`config.mk`:
```
export PLATFORM = sky130hd
export DESIGN_NAME = hwpe_stream_tcdm_rr_arbiter
export DESIGN_NICKNAME = d
export VERILOG_FILES = /design/src/rtl/hwpe_stream_tcdm_rr_arbiter_pkg.sv /design/src/rtl/hwpe_stream_tcdm_arb_id_fifo.sv /design/src/rtl/hwpe_stream_tcdm_rr_arbiter.sv
export SDC_FILE = /design/constraint.sdc
export NUM_CORES = 1
export LEC_CHECK = 0
export ABC_AREA = 1
export BUFFER_PORTS_ARGS = -buffer_cell sky130_fd_sc_hd__buf_2
export CORE_AREA = 3 3 202 204
export DETAILED_ROUTE_END_ITERATION = 16
export DIE_AREA = 0 0 205 207
export GPL_TIMING_DRIVEN = 0
export HOLD_SLACK_MARGIN = 0.12
export SLEW_MARGIN = 20
export SYNTH_ARGS = -nofsm -noshare
export SYNTH_HDL_FRONTEND = slang
export SYNTH_SLANG_ARGS = --single-unit
```
`constraint.sdc`:
```
create_clock -name clk_i -period 2.3 [get_ports clk_i]
set_input_delay 0.115 -clock clk_i [delete_from_list [all_inputs] [get_ports clk_i]]
set_output_delay 0.115 -clock clk_i [all_outputs]
set_load 0.05 [all_outputs]
```
`src/rtl/hwpe_stream_tcdm_rr_arbiter_pkg.sv`:
```
`default_nettype none
// ============================================================================
// Module   : hwpe_stream_package
// Purpose  : Shared TCDM width constants for the HWPE streamer/arbiter slice.
// Contents : TCDM_ADDR_WIDTH, TCDM_DATA_WIDTH, TCDM_BE_WIDTH, STALL_CNT_WIDTH
// Revision : 1.0 - initial release
// ============================================================================
package hwpe_stream_package;

    localparam int unsigned TCDM_ADDR_WIDTH = 32;
    localparam int unsigned TCDM_DATA_WIDTH = 32;
    localparam int unsigned TCDM_BE_WIDTH   = 4;
    localparam int unsigned STALL_CNT_WIDTH = 16;

endpackage
`default_nettype wire

```
`src/rtl/hwpe_stream_tcdm_arb_id_fifo.sv`:
```
`default_nettype none
// ============================================================================
// Module   : hwpe_stream_tcdm_arb_id_fifo
// Purpose  : In-order FIFO holding the requester ID of every read in flight.
//            Push and pop in the same cycle leave the occupancy unchanged;
//            full/empty come from the registered count only.
// Ports    : clk_i, rst_ni (sync, active-low), flush_i (sync clear),
//            push_i/data_i (enqueue), pop_i (dequeue), head_o (oldest ID),
//            full_o, empty_o
// Revision : 1.0 - initial release
// ============================================================================
module hwpe_stream_tcdm_arb_id_fifo #(
    parameter int unsigned WIDTH = 2,
    parameter int unsigned DEPTH = 2
) (
    input  logic             clk_i,
    input  logic             rst_ni,
    input  logic             flush_i,
    input  logic             push_i,
    input  logic [WIDTH-1:0] data_i,
    input  logic             pop_i,
    output logic [WIDTH-1:0] head_o,
    output logic             full_o,
    output logic             empty_o
);

    localparam int unsigned PTR_W = (DEPTH > 1) ? $clog2(DEPTH) : 1;
    localparam int unsigned CNT_W = $clog2(DEPTH + 1);

    logic [WIDTH-1:0] r_mem [DEPTH];
    logic [PTR_W-1:0] r_wr_ptr;
    logic [PTR_W-1:0] r_rd_ptr;
    logic [CNT_W-1:0] r_count;
    logic             w_push;
    logic             w_pop;

    // Pointers wrap at DEPTH-1 so non-power-of-two depths work.
    function automatic logic [PTR_W-1:0] f_ptr_inc(input logic [PTR_W-1:0] p);
        logic [PTR_W-1:0] nxt;
        if (p == PTR_W'(DEPTH - 1)) begin
            nxt = '0;
        end else begin
            nxt = p + PTR_W'(1);
        end
        return nxt;
    endfunction

    assign full_o  = (r_count == CNT_W'(DEPTH));
    assign empty_o = (r_count == '0);
    assign w_push  = push_i & ~full_o;
    assign w_pop   = pop_i & ~empty_o;
    assign head_o  = r_mem[r_rd_ptr];

    always_ff @(posedge clk_i) begin
        if (!rst_ni || flush_i) begin
            r_wr_ptr <= '0;
            r_rd_ptr <= '0;
            r_count  <= '0;
        end else begin
            if (w_push) begin
                r_wr_ptr <= f_ptr_inc(r_wr_ptr);
            end
            if (w_pop) begin
                r_rd_ptr <= f_ptr_inc(r_rd_ptr);
            end
            if (w_push && !w_pop) begin
                r_count <= r_count + CNT_W'(1);
            end else if (!w_push && w_pop) begin
                r_count <= r_count - CNT_W'(1);
            end
        end
    end

    // Storage needs no reset: head_o is only consumed while non-empty.
    always_ff @(posedge clk_i) begin
        if (w_push) begin
            r_mem[r_wr_ptr] <= data_i;
        end
    end

endmodule
`default_nettype wire

```
`src/rtl/hwpe_stream_tcdm_rr_arbiter.sv`:
```
`default_nettype none
// ============================================================================
// Module   : hwpe_stream_tcdm_rr_arbiter
// Purpose  : Round-robin arbiter sharing one TCDM master port among NB_IN
//            requesters. Read responses are routed back in order through an
//            ID FIFO, so any read latency of one cycle or more is supported.
// Ports    : clk_i, rst_ni (sync, active-low), clear_i (sync soft clear)
//            in_*  : NB_IN requester side (req/gnt/add/wen/be/data, r_data/r_valid)
//            out_* : shared TCDM master side
//            stall_cnt_clr_i, stall_cnt_o : only with HWPE_TCDM_ARB_STALL_CNT_EN
// Options  : `define HWPE_TCDM_ARB_STALL_CNT_EN adds per-requester 16-bit
//            saturating stall counters.
// Revision : 1.0 - initial release
// ============================================================================
module hwpe_stream_tcdm_rr_arbiter
    import hwpe_stream_package::*;
#(
    parameter int unsigned NB_IN           = 4,
    parameter int unsigned MAX_OUTSTANDING = 2,
    parameter int unsigned ID_WIDTH        = $clog2(NB_IN)
) (
    input  logic                              clk_i,
    input  logic                              rst_ni,
    input  logic                              clear_i,
`ifdef HWPE_TCDM_ARB_STALL_CNT_EN
    input  logic                              stall_cnt_clr_i,
    output logic [NB_IN*STALL_CNT_WIDTH-1:0]  stall_cnt_o,
`endif
    input  logic [NB_IN-1:0]                  in_req_i,
    output logic [NB_IN-1:0]                  in_gnt_o,
    input  logic [NB_IN*TCDM_ADDR_WIDTH-1:0]  in_add_i,
    input  logic [NB_IN-1:0]                  in_wen_i,
    input  logic [NB_IN*TCDM_BE_WIDTH-1:0]    in_be_i,
    input  logic [NB_IN*TCDM_DATA_WIDTH-1:0]  in_data_i,
    output logic [NB_IN*TCDM_DATA_WIDTH-1:0]  in_r_data_o,
    output logic [NB_IN-1:0]                  in_r_valid_o,
    output logic                              out_req_o,
    input  logic                              out_gnt_i,
    output logic [TCDM_ADDR_WIDTH-1:0]        out_add_o,
    output logic                              out_wen_o,
    output logic [TCDM_BE_WIDTH-1:0]          out_be_o,
    output logic [TCDM_DATA_WIDTH-1:0]        out_data_o,
    input  logic [TCDM_DATA_WIDTH-1:0]        out_r_data_i,
    input  logic                              out_r_valid_i
);

    logic [ID_WIDTH-1:0]        r_ptr;
    logic [NB_IN-1:0]           w_eligible;
    logic [ID_WIDTH-1:0]        w_winner;
    logic                       w_any;
    logic                       w_handshake;
    logic                       w_push;
    logic                       w_pop;
    logic                       w_fifo_full;
    logic                       w_fifo_empty;
    logic [ID_WIDTH-1:0]        w_head;

    logic [TCDM_ADDR_WIDTH-1:0] w_add  [NB_IN];
    logic [TCDM_BE_WIDTH-1:0]   w_be   [NB_IN];
    logic [TCDM_DATA_WIDTH-1:0] w_data [NB_IN];

    // (base + off) mod NB_IN for base < NB_IN and off <= NB_IN-1.
    function automatic logic [ID_WIDTH-1:0] f_wrap_add(
        input logic [ID_WIDTH-1:0] base,
        input int unsigned         off
    );
        int unsigned sum;
        sum = 32'(base) + off;
        if (sum >= NB_IN) begin
            sum = sum - NB_IN;
        end
        return ID_WIDTH'(sum);
    endfunction

    // Slice the flat requester buses; reads may only compete while the ID
    // FIFO has room, writes never wait on it.
    for (genvar g = 0; g < NB_IN; g++) begin : g_unpack
        assign w_add[g]      = in_add_i[g*TCDM_ADDR_WIDTH +: TCDM_ADDR_WIDTH];
        assign w_be[g]       = in_be_i[g*TCDM_BE_WIDTH +: TCDM_BE_WIDTH];
        assign w_data[g]     = in_data_i[g*TCDM_DATA_WIDTH +: TCDM_DATA_WIDTH];
        assign w_eligible[g] = in_req_i[g] & (~in_wen_i[g] | ~w_fifo_full);
    end

    // First eligible requester scanning from the round-robin pointer.
    always_comb begin
        w_winner = '0;
        w_any    = 1'b0;
        for (int unsigned k = 0; k < NB_IN; k++) begin
            if (!w_any && w_eligible[f_wrap_add(r_ptr, k)]) begin
                w_any    = 1'b1;
                w_winner = f_wrap_add(r_ptr, k);
            end
        end
    end

    // With nobody eligible w_winner is 0, so requester 0's fields show.
    assign out_req_o  = w_any;
    assign out_add_o  = w_add[w_winner];
    assign out_wen_o  = in_wen_i[w_winner];
    assign out_be_o   = w_be[w_winner];
    assign out_data_o = w_data[w_winner];

    always_comb begin
        in_gnt_o = '0;
        if (w_any) begin
            in_gnt_o[w_winner] = out_gnt_i;
        end
    end

    assign w_handshake = w_any & out_gnt_i;
    assign w_push      = w_handshake & out_wen_o;
    assign w_pop       = out_r_valid_i & ~w_fifo_empty;

    always_ff @(posedge clk_i) begin
        if (!rst_ni || clear_i) begin
            r_ptr <= '0;
        end else if (w_handshake) begin
            r_ptr <= f_wrap_add(w_winner, 1);
        end
    end

    hwpe_stream_tcdm_arb_id_fifo #(
        .WIDTH (ID_WIDTH),
        .DEPTH (MAX_OUTSTANDING)
    ) u_id_fifo (
        .clk_i   (clk_i),
        .rst_ni  (rst_ni),
        .flush_i (clear_i),
        .push_i  (w_push),
        .data_i  (w_winner),
        .pop_i   (w_pop),
        .head_o  (w_head),
        .full_o  (w_fifo_full),
        .empty_o (w_fifo_empty)
    );

    // A response with no read in flight is dropped rather than routed.
    always_comb begin
        in_r_valid_o = '0;
        if (w_pop) begin
            in_r_valid_o[w_head] = 1'b1;
        end
    end

    assign in_r_data_o = {NB_IN{out_r_data_i}};

`ifndef SYNTHESIS
    always_ff @(posedge clk_i) begin
        if (rst_ni && !clear_i && out_r_valid_i && w_fifo_empty) begin
            a_spurious_dropped : assert (in_r_valid_o == '0);
        end
    end
`endif

`ifdef HWPE_TCDM_ARB_STALL_CNT_EN
    // Counts cycles a requester waits; saturates, clear beats increment.
    for (genvar g = 0; g < NB_IN; g++) begin : g_stall_cnt
        logic [STALL_CNT_WIDTH-1:0] r_cnt;
        always_ff @(posedge clk_i) begin
            if (!rst_ni || clear_i || stall_cnt_clr_i) begin
                r_cnt <= '0;
            end else if (in_req_i[g] && !in_gnt_o[g] && (r_cnt != '1)) begin
                r_cnt <= r_cnt + STALL_CNT_WIDTH'(1);
            end
        end
        assign stall_cnt_o[g*STALL_CNT_WIDTH +: STALL_CNT_WIDTH] = r_cnt;
    end
`endif

endmodule
`default_nettype wire
```
; ---- Yosys cells after proc, flatten, opt, wreduce, memory -nomap -nowiden
; Memory sizes are Yosys's and may differ from the RTL's. A register that Yosys moved wholly into a read port is not among the register bits.
; Cells that the tools add are included.
[totals]
ff_bits = 6
ram_bits = 4
inputBits = 317
output_inout_bits = 206
wordCells = 116
memories = 1
[op_classes]
addsub = 13
magnitude_cmp = 14
n_eq_ne = 1
mux = 46
bitwise = 21
n_reduce_logical = 16
[mem_list]
columns = name, depth, word_bits, read_ports, rd_clocked_by_memory_dff, write_ports, line
row1 = u_id_fifo.r_mem, 2, 2, 1, 1, 1, hwpe_stream_tcdm_arb_id_fifo.sv:30  ; logic [WIDTH-1:0] r_mem [DEPTH];
[op_table]
columns = cell, n
row1 = 32-bit binary-select mux with 2-bit select, 2
row2 = 32-bit two-way mux, 4
row3 = 2-bit two-way mux, 11
row4 = "2-bit by 3-bit < comparator with 1-bit output, second input constant", 6
row5 = 1-bit two-way mux, 17
row6 = 4-bit two-way mux, 4
row7 = "3-bit greater-or-equal comparator, second input constant", 5
row8 = "2-bit by 1-bit subtractor with 2-bit output, second input constant", 6
row9 = 1-bit binary-select mux with 2-bit select, 5
row10 = 1-bit AND, 9
row11 = 4-bit binary-select mux with 2-bit select, 1
row12 = 1-bit logical AND, 7
row13 = "2-bit by 1-bit adder with 3-bit output, second input constant", 2
row14 = "2-bit by 2-bit adder with 3-bit output, second input constant", 2
row15 = 1-bit zero test, 6
row16 = 1-bit inverter, 6
row17 = 4-bit AND, 1
row18 = 1-bit demux with 2-bit select, 2
row19 = "2-bit by 1-bit greater-or-equal comparator with 1-bit output, second input constant", 2
row20 = 1-bit OR, 4
row21 = "2-bit by 3-bit greater-or-equal comparator with 1-bit output, second input constant", 1
row22 = 2-bit inverter with 3-bit output, 1
row23 = "1-bit adder, second input constant", 2
row24 = "2-bit by 1-bit adder with 2-bit output, second input constant", 1
row25 = 4 further kinds, 4

; ---- Depth between registers and ports, before layout
; Gate-level depths: netlist of the first run.
[depth]
word_depth = 24
depth_mapped = 19
ltp_nobuf = 19

; ---- Hierarchy
; From an unflattened synthesis of the first run, not the netlist that was laid out.
[unflattened]
hier_cells = 786
area_unflattened_um2 = 3958.8
[modules_own_cells]
columns = mod, instances, cells_each, area_per_inst_um2, seq_area_each_um2
row1 = hwpe_stream_tcdm_rr_arbiter, 1, 741, 3562.2, 40.0
row2 = hwpe_stream_tcdm_arb_id_fifo, 1, 45, 396.6, 220.2

; ---- Least setup slack after synthesis of the first run
; Ideal clock, no wire load.
[synth_timing]
kind = reg-to-output
startpoint = register r_ptr[0]
endpoint = output out_add_o[0]
arrival_time_ns = 2.526
required_ns = 2.185
setup_slack_ns = -0.341
path_stages_with_launch = 11
path_buffers = 3
path_cell_list = dfxtp_1 buf_6 xnor2_4 nand3_1 nand2_2 nand4_4 nand3_4 buf_2 buf_2 nor2_1 o22ai_1
[synth_between]
elab_chain_cells = 18
elab_cells_between_ends = 40
cone_classes = add/sub: 7 / order compare: 4 / mux: 22 / bitwise: 1 / reduce/logical: 6
[synth_lines]
columns = element, line
row1 = "start, declared", hwpe_stream_tcdm_rr_arbiter.sv:47  ; logic [ID_WIDTH-1:0] r_ptr;
row2 = "start signal, assigned", hwpe_stream_tcdm_rr_arbiter.sv:118  ; r_ptr <= f_wrap_add(w_winner, 1);
row3 = "parallel branches: the longest is 13 deep, another holds 2-bit by 1-bit adder with 3-bit output", n/a
row4 = 2-bit two-way mux (*), hwpe_stream_tcdm_rr_arbiter.sv:89  ; if (!w_any && w_eligible[f_wrap_add(r_ptr, k)]) begin
row5 = 2-bit inverter with 3-bit output (not written as such) (*), hwpe_stream_tcdm_rr_arbiter.sv:98  ; assign out_add_o = w_add[w_winner];
row6 = 32-bit binary-select mux with 2-bit select (*), hwpe_stream_tcdm_rr_arbiter.sv:98
row7 = 32-bit two-way mux (not written as such) (*) (2 in a row), hwpe_stream_tcdm_rr_arbiter.sv:98
row8 = "end, declared", hwpe_stream_tcdm_rr_arbiter.sv:39  ; output logic [TCDM_ADDR_WIDTH-1:0] out_add_o,
; Mark *: on every way between the ends. The select of a mux whose other input is x is not followed.

; ---- Worst setup path after layout of the first run
[layout_timing]
startpoint = register r_ptr[0]
endpoint = output out_add_o[12]
; Same word-level chain as after synthesis.

==> results of run 1 <==
==> through the flow <==
stage | util | worst slack (ns) | area [um2]
after global placement | 0.198 | -0.564 | 7800
after floorplan | - | 0.00303 | 4690
final | 0.249 | -0.290 | 9810
after global routing | 0.249 | -0.413 | 9810
after detailed placement | 0.198 | -0.575 | 7800
after CTS | 0.237 | -0.329 | 9350
==> cells in the final DEF (no fill, tap or decap), types with 14 or more instances in the layout <==
master / instances
buf_6: 60
o22ai_2: 18
o22ai_4: 50
nand2_1: 19
buf_2: 422
buf_8: 26
o21ai_1: 87
nand3_4: 14
buf_4: 161
nor2_1: 111
nor2_2: 21
o21ai_2: 40
buf_12: 21
==> cell families after synthesis <==
family | share of synthesized area
compound gates | 0.326
simple gates | 0.240
buf+inv | 0.342
flops | 0.0667
fa+ha+maj | 0.0160
xor+xnor | 0.00705
mux | 0.00257
==> worst max-delay path: stages (launching register included) <==
cell	delay (ns)
dfxtp_4	0.39
buf_4	0.16
nand3_2	0.11
nand3_2	0.11
nand2_4	0.11
and2_4	0.19
nand3_4	0.07
nand2_4	0.10
nand2_8	0.11
inv_12	0.12
buf_2	0.25
o21ai_1	0.15
o22ai_4	0.16
buf_6	0.19
==> routing by layer <==
metal	GRT usage	routed length [um]
met1	0.160	12000
met2	0.236	15400
met3	0.0170	1880
met4	0.0318	822
met5	0	13
==> state kept, by name, summed over array words and instances (netlist names), named ones only <==
register / flops
u_id_fifo.r_mem: 4
r_ptr: 2
u_id_fifo.r_count: 2
u_id_fifo.r_rd_ptr: 1
u_id_fifo.r_wr_ptr: 1
==> power groups by stage <==
stage	Sequential, W	Clock [W]	Combinational, W
after floorplan	0.000239	0	0.00519
after global placement	0.000241	0	0.00702
after detailed placement	0.000241	0	0.00706
after CTS	0.000242	0.000320	0.00894
after global routing	0.000259	0.000326	0.00969
final	0.000256	0.000314	0.00924
==> how the worst min path moves through the flow <==
stage / end / cells after the start / slack, ns / from
2_1_floorplan: r_ptr[1]$_SDFFE_PP0N_ / 2 / 0.30 / out_gnt_i
3_3_place_gp: u_id_fifo.r_rd_ptr$_SDFFE_PP0P_ / 1 / 0.44 / u_id_fifo.r_rd_ptr$_SDFFE_PP0P_
3_5_place_dp: u_id_fifo.r_wr_ptr$_SDFFE_PP0P_ / 4 / 0.46 / clear_i
4_1_cts: u_id_fifo.r_wr_ptr$_SDFFE_PP0P_ / 4 / 0.22 / clear_i
5_1_grt: u_id_fifo.r_wr_ptr$_SDFFE_PP0P_ / 4 / 0.26 / clear_i
6_report: u_id_fifo.r_wr_ptr$_SDFFE_PP0P_ / 4 / 0.21 / clear_i
==> what timing repair did <==
action	CTS	global route
gates cloned	7	1
endpoints found under the setup margin	80	79
buffers inserted	21	10
pin swaps	31	22
gates resized for setup	375	110
==> area by class of cell <==
cell class                 instances  share of cell area
antenna                            1            0.000255
buffer                           171               0.159
clock buffer                       4             0.00803
inverter                          18             0.00969
multi-input combinational        443               0.377
sequential                        11              0.0278
tap                              525              0.0669
timing repair buffer             527               0.352
==> results.json, run 1 <==
{
  "status": "finished with violations",
  "violations": "setup timing",
  "die_h_um": 207,
  "pin_count": 523,
  "synth_area_leaders": "buf_4 27%, nor2_1 14%, o21ai_0 11%, o22ai_1 9.5%, o21ai_1 6.2%",
  "multi_input_area_um2": 3700,
  "max-vdd-ir-drop_mv": 0.724,
  "drive_gt1_frac": 0.773,
  "rsz0062_at_grt": "yes",
  "r2r_slack_ns": -0.23,
  "clock-sinks": 11,
  "fill_cells": 4357,
  "r2r_end": "u_id_fifo.r_count[1]$_SDFFE_PP0P_",
  "max_freq_mhz": 386,
  "combPwrFrac": 0.942,
  "leakagePower_nw": 4.58,
  "dr.pass1.iters": 4,
  "synth_flop_cell": "dfxtp_1",
  "grt_pass1_wl_mm": 42.1,
  "swShare": 0.589,
  "start_kind": "flip-flop",
  "slew_violations": 0,
  "start_util": 0.0989,
  "setup_viol": 74,
  "place.gp.congestion": 0.856,
  "syn_inst": 646,
  "layout_min_cycle_time_ns": 2.59,
  "stdcell_count": 1700,
  "grt_max_degree": 14,
  "power_w": 0.00981,
  "die_w_um": 205,
  "p_switching_w": 0.00578,
  "cts_tree": "built",
  "cts_made_buffers": 3,
  "antenna_found_initial": 2,
  "ys_types": 30,
  "pwr-share-clk": 0.032,
  "place_inst": 1661,
  "vias": 6670,
  "synth_seq_cells": 11,
  "final-seq-area_um2": 273,
  "final_nets": 1497,
  "cp-end-kind": "output pin",
  "crit_path_max_fanout": 10,
  "dieArea_um2": 42400,
  "hold_viol_final": 0,
  "syn_to_final_growth_pct": 151,
  "grt-ovfl-total": 0,
  "worstReg2RegStart": "r_ptr[0]$_SDFFE_PP0N_",
  "crit_path_end": "out_add_o[12]",
  "cts_buffer_depth": 2,
  "yosys_warnings": 0,
  "clockRootBuffer": "clkbuf_16",
  "grt_pass1_vias": 6801,
  "numPortBuffers": 490,
  "syn_nets": 968,
  "internal_power_w": 0.00404,
  "path_class": "flip-flop to output pin",
  "synth_area_leader_cell": "buf_4",
  "drt_iter0_markers": 242,
  "relSlewSlack": 0.540,
  "fin_setup_tns_ns": -17.23,
  "synthArstFlopShare": 0,
  "holdWs_ns": 0.212,
  "wirelength_mm": 30.1,
  "worstMarginPinSlew_ns": 0.682,
  "reg2reg_depth": 18,
  "via_per_inst": 3.92,
  "cp-startpoint": "r_ptr[0]$_SDFFE_PP0N_",
  "worstPathArrival_ns": 2.47,
  "clk_pin_slew_worst_paths_ns": 0.04,
  "clock_skew_ns": 0.00315,
  "powerDensity_nw_per_um2": 1000,
  "track_usage": 0.130,
  "synth_edf_count": 4,
  "critical_path_required_ns": 2.18,
  "insertion_delay_ns": 0.24,
  "hold_path.class": "input pin to flip-flop",
  "ys_seq_area_frac": 0.0667,
  "pwr-share-seq": 0.026,
  "holdBufCountCts": 0,
  "wl_per_cell_um": 17.7,
  "synth.avg_cell_area_um2": 6.04,
  "dpl.hpwl_mm": 24.0,
  "synthesis.area_um2": 3900,
  "route.detailed.drc": 0,
  "yosysMostFrequentCell": "nor2_1",
  "synth.top_cells.by_count": "145 x nor2_1, 138 x buf_4, 87 x o21ai_0, 59 x o22ai_1, 48 x o21ai_1",
  "netlist.area_leader.share": 0.265,
  "fp.coreArea_um2": 39500,
  "cap_violations": 0,
  "h-tree-depth": 1,
  "min_period_over_period": 1.13,
  "ant_nets": 0,
  "setup_slack_ns": -0.290,
  "core.rowCount": 73
}
No activity file was read; power rests on OpenSTA's default activity.
==> inputs of run 2 (changes only) <==
- SKIP_LAST_GASP: unset -> 1
==> results.json, run 2 (same netlist as run 1, synthesis figures left out) <==
{
  "hold_viol_final": 0,
  "relSlewSlack": 0.529,
  "die_w_um": 205,
  "crit_path_max_fanout": 10,
  "die_h_um": 207,
  "clock_skew_ns": 0.00254,
  "critical_path_required_ns": 2.18,
  "pin_count": 523,
  "clk_pin_slew_worst_paths_ns": 0.04,
  "path_class": "flip-flop to output pin",
  "slew_violations": 0,
  "status": "finished with violations",
  "worstPathArrival_ns": 2.52,
  "power_w": 0.00989,
  "wirelength_mm": 30.7,
  "cts_tree": "built",
  "holdBufCountCts": 0,
  "track_usage": 0.130,
  "regMostFlops": "u_id_fifo.r_mem",
  "hold_depth": 4,
  "min_period_over_period": 1.15,
  "route.detailed.drc": 0,
  "reg_top3": "u_id_fifo.r_mem: 4 flops, r_ptr: 2 flops, u_id_fifo.r_count: 2 flops",
  "powerDensity_nw_per_um2": 989,
  "dieArea_um2": 42400,
  "drive_gt1_frac": 0.780,
  "h-tree-depth": 1,
  "dpl.hpwl_mm": 24.0,
  "hold_start": "clear_i",
  "cts_made_buffers": 3,
  "final_common_cell": "buf_2",
  "antenna_found_initial": 2,
  "place.gp.congestion": 0.856,
  "critPathTopFamily": "buffers and inverters",
  "holdWs_ns": 0.217,
  "reg2reg_depth": 17,
  "setup_viol": 77,
  "grt_max_degree": 14,
  "insertion_delay_ns": 0.23,
  "cts_buffer_depth": 2,
  "worstSetupPathDepth": 12,
  "wl_per_cell_um": 18.0,
  "violations": "setup timing",
  "diodes": 0,
  "layout_min_cycle_time_ns": 2.64,
  "syn_to_final_growth_pct": 156,
  "clock-sinks": 11,
  "leakagePower_nw": 4.65,
  "hold_path.class": "input pin to flip-flop",
  "setup_slack_ns": -0.337,
  "final_cell_mix": "423 x buf_2, 174 x buf_4, 109 x nor2_1",
  "max-vdd-ir-drop_mv": 0.726,
  "fp.coreArea_um2": 39500,
  "path_buf_inv": 5,
  "final_nets": 1507,
  "cap_violations": 0,
  "core.rowCount": 73,
  "crit_path_frequent_cell": "buf_4",
  "dr.pass1.iters": 5,
  "holdPathEnd": "u_id_fifo.r_wr_ptr$_SDFFE_PP0P_",
  "grt_pass1_vias": 6791,
  "slowest_stage": "dfxtp_4",
  "grt_pass1_wl_mm": 42.1,
  "numPortBuffers": 490,
  "largest_reg_flops": 4,
  "fill_cells": 4305,
  "vias": 6768,
  "clockRootBuffer": "clkbuf_16",
  "r2r_slack_ns": -0.31,
  "drt_iter0_markers": 286,
  "max_stage_delay_ns": 0.40,
  "worstMarginPinSlew_ns": 0.700,
  "grt-ovfl-total": 0,
  "rsz0062_at_grt": "yes",
  "worstReg2RegStart": "r_ptr[0]$_SDFFE_PP0N_",
  "via_per_inst": 3.96,
  "cp_cell_sequence": "xnor2_4 -> inv_2 -> buf_4 -> nand3_1 -> nand2_1 -> nand4_4 -> nand3_4 -> buf_12 -> buf_6 -> o21ai_0 -> o22ai_4 -> buf_4",
  "max_freq_mhz": 379,
  "start_kind": "flip-flop",
  "start_util": 0.0989,
  "ant_nets": 0,
  "cp-end-kind": "output pin",
  "r2r_end": "u_id_fifo.r_count[1]$_SDFFE_PP0P_"
}
==> run 2: worst max path at each step <==
stage                                           start        endpoint  slack [ns]
floorplan                       r_ptr[0]$_SDFFE_PP0N_    out_add_o[0]       0.003
global placement                r_ptr[0]$_SDFFE_PP0N_   out_data_o[9]       -0.56
detailed placement              r_ptr[0]$_SDFFE_PP0N_   out_data_o[9]       -0.58
CTS                             r_ptr[1]$_SDFFE_PP0N_     in_gnt_o[1]       -0.33
global route        u_id_fifo.r_count[1]$_SDFFE_PP0P_     in_gnt_o[1]       -0.44
finish                          r_ptr[0]$_SDFFE_PP0N_  out_data_o[17]       -0.34
==> run 2: layout make-up <==
type                            count  area (um2)  share of cell area
Sequential cell                    11         273              0.0273
Clock buffer                        4        78.8             0.00788
Buffer                            171        1530               0.153
Timing Repair Buffer              537        3550               0.355
Inverter                           18         100              0.0100
Multi-Input combinational cell    443        3800               0.380
Tap cell                          525         657              0.0657
==> run 2: where the power goes <==
part | internal (W) | switching, W
Sequential | 0.000230 | 0.0000293
Clock | 0.000232 | 0.0000814
Combinational | 0.00360 | 0.00572
==> run 2: metrics by stage <==
stage / instance area [um2] / worst slack, ns / util / cells / TNS [ns]
after floorplan: 4690 / 0.00303 / - / 646 / 0
after global placement: 7800 / -0.564 / 0.198 / 1661 / -25.26
after detailed placement: 7800 / -0.575 / 0.198 / 1661 / -27.63
after CTS: 9320 / -0.329 / 0.236 / 1693 / -19.93
after global routing: 10000 / -0.440 / 0.253 / 1709 / -28.20
final: 10000 / -0.337 / 0.253 / 1709 / -19.95
==> run 2: routing by layer <==
metal / wire length, um / GRT usage
met5: 13 / 0
met4: 996 / 0.0318
met3: 1780 / 0.0170
met2: 15700 / 0.236
met1: 12200 / 0.160
==> run 2: timing repair <==
item | CTS | global route
gates cloned | 7 | 1
pin swaps | 31 | 37
endpoints found under the setup margin | 80 | 79
gates resized for setup | 361 | 133
buffers inserted | 21 | 22
==> run 2: worst min-delay path, cell delays in order <==
cell and delay [ns]:
buf_2 0.07, nor2_1 0.10, nand2_1 0.09, nor2_1 0.03
